==> src/rtl/stream_fifo_vr.sv <==
// Single-clock first-word-fall-through FIFO with valid/ready handshakes on both
// sides, occupancy count, almost-full/almost-empty flags and a sticky overflow flag.
module stream_fifo_vr #(
    parameter int DATA_W   = 8,
    parameter int DEPTH    = 16,
    parameter int AF_LEVEL = 14,
    parameter int AE_LEVEL = 2
) (
    input  logic                     clk,
    input  logic                     rst_n,
    input  logic                     flush,
    input  logic                     s_valid,
    output logic                     s_ready,
    input  logic [DATA_W-1:0]        s_data,
    output logic                     m_valid,
    input  logic                     m_ready,
    output logic [DATA_W-1:0]        m_data,
    output logic [$clog2(DEPTH):0]   count,
    output logic                     full,
    output logic                     empty,
    output logic                     almost_full,
    output logic                     almost_empty,
    output logic                     overflow_err
);

    localparam int AW = $clog2(DEPTH);
    localparam int CW = AW + 1;

    logic [DATA_W-1:0] mem_q [DEPTH];
    logic [AW-1:0]     wr_ptr_q, wr_ptr_d;
    logic [AW-1:0]     rd_ptr_q, rd_ptr_d;
    logic [CW-1:0]     count_q, count_d;
    logic              overflow_q, overflow_d;
    logic              push, pop;

    assign full         = (count_q == CW'(DEPTH));
    assign empty        = (count_q == '0);
    assign almost_full  = (count_q >= CW'(AF_LEVEL));
    assign almost_empty = (count_q <= CW'(AE_LEVEL));
    assign s_ready      = !full;
    assign m_valid      = !empty;
    assign count        = count_q;
    assign overflow_err = overflow_q;

    // The head is forced to zero while empty so the unreset storage never leaks out.
    assign m_data = empty ? '0 : mem_q[rd_ptr_q];

    always_comb begin
        push       = s_valid && !full;
        pop        = m_ready && !empty;
        wr_ptr_d   = wr_ptr_q;
        rd_ptr_d   = rd_ptr_q;
        count_d    = count_q;
        overflow_d = overflow_q;
        if (flush) begin
            wr_ptr_d   = '0;
            rd_ptr_d   = '0;
            count_d    = '0;
            overflow_d = 1'b0;
        end else begin
            if (push) wr_ptr_d = wr_ptr_q + AW'(1);
            if (pop)  rd_ptr_d = rd_ptr_q + AW'(1);
            if (push && !pop) count_d = count_q + CW'(1);
            if (pop && !push) count_d = count_q - CW'(1);
            if (s_valid && full) overflow_d = 1'b1;
        end
    end

    always_ff @(posedge clk or negedge rst_n) begin
        if (!rst_n) begin
            wr_ptr_q   <= '0;
            rd_ptr_q   <= '0;
            count_q    <= '0;
            overflow_q <= 1'b0;
        end else begin
            wr_ptr_q   <= wr_ptr_d;
            rd_ptr_q   <= rd_ptr_d;
            count_q    <= count_d;
            overflow_q <= overflow_d;
        end
    end

    always_ff @(posedge clk) begin
        if (push && !flush) mem_q[wr_ptr_q] <= s_data;
    end

endmodule

==> config.mk <==
export PLATFORM = sky130hd
export DESIGN_NAME = stream_fifo_vr
export DESIGN_NICKNAME = d
export VERILOG_FILES = /design/src/rtl/stream_fifo_vr.sv
export SDC_FILE = /design/constraint.sdc
export NUM_CORES = 1
export LEC_CHECK = 0
export ABC_AREA = 0
export BUFFER_PORTS_ARGS = -buffer_cell sky130_fd_sc_hd__buf_2
export CAP_MARGIN = 30
export CORE_ASPECT_RATIO = 0.75
export CORE_MARGIN = 3
export CORE_UTILIZATION = 45
export CTS_BUF_LIST = sky130_fd_sc_hd__clkbuf_8
export CTS_CLUSTER_DIAMETER = 200
export DETAILED_ROUTE_END_ITERATION = 10
export MAX_ROUTING_LAYER = met4
export PLACE_DENSITY_LB_ADDON = 0.3
export REMOVE_ABC_BUFFERS = 1
export SLEW_MARGIN = 20
export SYNTH_ARGS = -nofsm -noshare
export SYNTH_HDL_FRONTEND = slang
export SYNTH_SLANG_ARGS = --single-unit
==> constraint.sdc <==
create_clock -name clk -period 2.5 [get_ports clk]
set_clock_uncertainty 0.05 [all_clocks]
set_input_delay 0.125 -clock clk [delete_from_list [all_inputs] [get_ports clk]]
set_output_delay 0.125 -clock clk [all_outputs]
set_load 0.01 [all_outputs]
==> results.json <==
{
  "status": "complete, but fails checks",
  "violations": "setup timing",
  "required_ns": 2.81,
  "wire_per_inst_um": 20.9,
  "netlist_area_um2": 5840,
  "grt-ovfl-total": 0,
  "gr-usage-all-layers": 0.179,
  "dieArea_um2": 14400,
  "grt_pass1_wl_um": 18200,
  "pwr_density_cell_nw_per_um2": 1020,
  "max_freq_ghz": 0.383,
  "period_minus_slack_ns": 2.61,
  "num-fill-cells": 971,
  "grt_max_degree": 36,
  "drv_cap": 0,
  "ir_drop_v": 0.000640,
  "avgSynthCellArea_um2": 18.4,
  "hold_viol_final": 0,
  "cts_tree": "yes",
  "crit_arrival_ns": 2.92,
  "power_uw": 7190,
  "clk_latency_ns": 0.42,
  "io_pins": 33,
  "rsz0062_at_grt": "true",
  "utilization": 0.563,
  "hpwl_um": 7520,
  "finalSetupViolCount": 1,
  "std_cell_rows": 35,
  "report.final.slew_viol_count": 0,
  "syn_inst": 318,
  "core_area_um2": 12500,
  "ys_seq_area_frac": 0.718,
  "via_count": 3079,
  "clk_pin_slew_ns": 0.07,
  "dp.cells": 520,
  "drt-initial-drc-count": 288,
  "area_growth_syn_to_layout_pct": 20.1,
  "worstMarginPinSlew_ns": 0.615,
  "path_max_fanout": 2,
  "fp.dieH_um": 105,
  "p_leak_uw": 0.00238,
  "final_cells": 559,
  "cts_root_buf": "clkbuf_8",
  "gp_congestion": 0.858,
  "yosys_warnings": 0,
  "dr.pass1.iters": 4,
  "die_w_um": 138,
  "register_area_um2": 4200,
  "worst_slack_ns": -0.108,
  "drive_gt1_frac": 0.377,
  "synth_cell_types": 34,
  "antenna_found_initial": 0,
  "hp-class": "in -> reg",
  "postSynth.asyncResetShare": 0.0986,
  "cts_buffers": 17,
  "synth_flop_cell": "edfxtp_1",
  "totalWireLength_um": 11700,
  "worstSetupPathType": "reg -> reg",
  "fin_crit_sh": 1.04,
  "port_buffers": 32,
  "final_nets": 400,
  "grt_pass1_vias": 3105,
  "synth_enable_flop_cells": 128,
  "endpoint_kind": "flop",
  "reg2regPathDepth": 9,
  "cts_max_level": 4,
  "diodes": 0,
  "setup-tns-final_ns": -0.108,
  "drt-vias-per-instance": 5.51,
  "min_path_cells": 1,
  "clk_path_buf_depth": 2,
  "multi_input_area_um2": 1650,
  "clock_sinks": 142,
  "drc_errors": 0,
  "slew_headroom": 0.590,
  "initial_core_util": 0.468,
  "ant_nets": 0,
  "start_kind": "flop",
  "yosys_register_bits": 142
}
synth_stat cells, drive strengths merged (2+ instances only):
cell type    n  share of area
nand3        4         0.0043
a31o         2         0.0030
dfrtp       14          0.060
inv          5         0.0032
o21ai        3         0.0026
edfxtp     128           0.66
ha           7          0.015
a21oi        7         0.0060
o22ai        8         0.0086
nand2       12         0.0077
buf          7         0.0071
clkbuf      11         0.0071
nor2        31          0.020
xor2         7          0.010
nand2b       3         0.0032
mux4        32           0.12
or3          4         0.0043
mux2i       18          0.031
xnor2        2         0.0030
layout make-up:
type                       instances  area share
multi-input combinational        153       0.235
clock inverter                    15      0.0392
inverter                           5     0.00267
tap                              166      0.0296
timing repair buffer              61      0.0627
clock buffer                      17      0.0333
sequential                       142       0.598
power breakdown:
| part | internal, uW | switching [uW] |
|---|---|---|
| clock | 1470 | 822 |
| combinational | 1080 | 1070 |
| sequential | 2670 | 76.1 |
registers in the layout, indices dropped and copies added, names as in the netlist:
name / flops
mem_q: 128
count: 5
rd_ptr_q: 4
wr_ptr_q: 4
overflow_err: 1
path summary, 6_finish.rpt:
check | slack, ns | endpoint | from
min in group asynchronous | 0.09 | count[0] | rst_n
worst max register to register | -0.11 | count[4] | count[3]
max in group asynchronous | 2.03 | rd_ptr_q[0] | rst_n
worst min register to register | 0.46 | overflow_err | overflow_err
worst min-delay path | 0.03 | mem_q[8][1] | s_data[1]
worst max-delay path | -0.11 | count[4] | count[3]
cell usage in the layout, fill, tap and decap left out, types with 2 or more instances in the layout:
master,Yosys,routed
a21oi_1,7,6
a31o_2,2,2
buf_12,0,2
buf_2,6,32
buf_4,0,20
buf_6,1,2
bufinv_16,0,8
clkbuf_8,0,17
clkinv_1,0,2
dfrtp_1,14,13
dlygate4sd3_1,0,4
edfxtp_1,128,128
ha_1,7,6
inv_1,5,8
mux2i_1,18,17
mux4_2,32,32
nand2_1,12,11
nand2b_1,3,2
nand3_1,3,3
nor2_1,31,15
nor2_2,0,16
o21ai_0,3,3
o22ai_1,8,8
or3_1,4,4
xnor2_1,2,2
xor2_1,7,7
repair_timing:
item	in CTS	in global routing
resized for setup	6	22
hold endpoints to repair	22	0
hold buffers	4	0
setup endpoints to repair	18	130
pin swaps	4	3
buffers inserted	0	3
critical path, stage by stage, from the launching register on:
cell     delay [ns]
dfrtp_1        0.38
or4_4          0.55
o211a_1        0.25
xor2_1         0.15
ha_2           0.18
or3_1          0.32
a21oi_1        0.13
mux2i_1        0.09
or3_1          0.32
a21oi_2        0.11
metal layers:
layer / up-vias / GRT usage / share of wire
li1: 1387 / - / -
met1: 1592 / 0.245 / 0.42
met2: 91 / 0.268 / 0.49
met3: 9 / 0.0457 / 0.083
met4: 0 / 0.0499 / 0.0048
met5: - / - / 0
cell families after synthesis:
logic type,after synthesis,share of synthesized area
xor gates and xnor gates,9,0.0135
AOI/OAI and AO/OA,28,0.0360
adders and majority gates,7,0.0150
buffers and inverters,23,0.0173
and+or+nand+nor,59,0.0463
DFF,142,0.718
muxes,50,0.154
per-stage QoR:
step	instance area, um2	setup slack (ns)	hold slack [ns]
finish	7020	-0.108	0.0299
floorplan	5760	-0.253	-0.221
global route	7020	-0.232	0.0126
detailed placement	6340	-0.178	-0.00257
global placement	6310	-0.0583	-0.00843
CTS	6910	-0.0931	0.00391
Power figures use the tool's default switching activity.
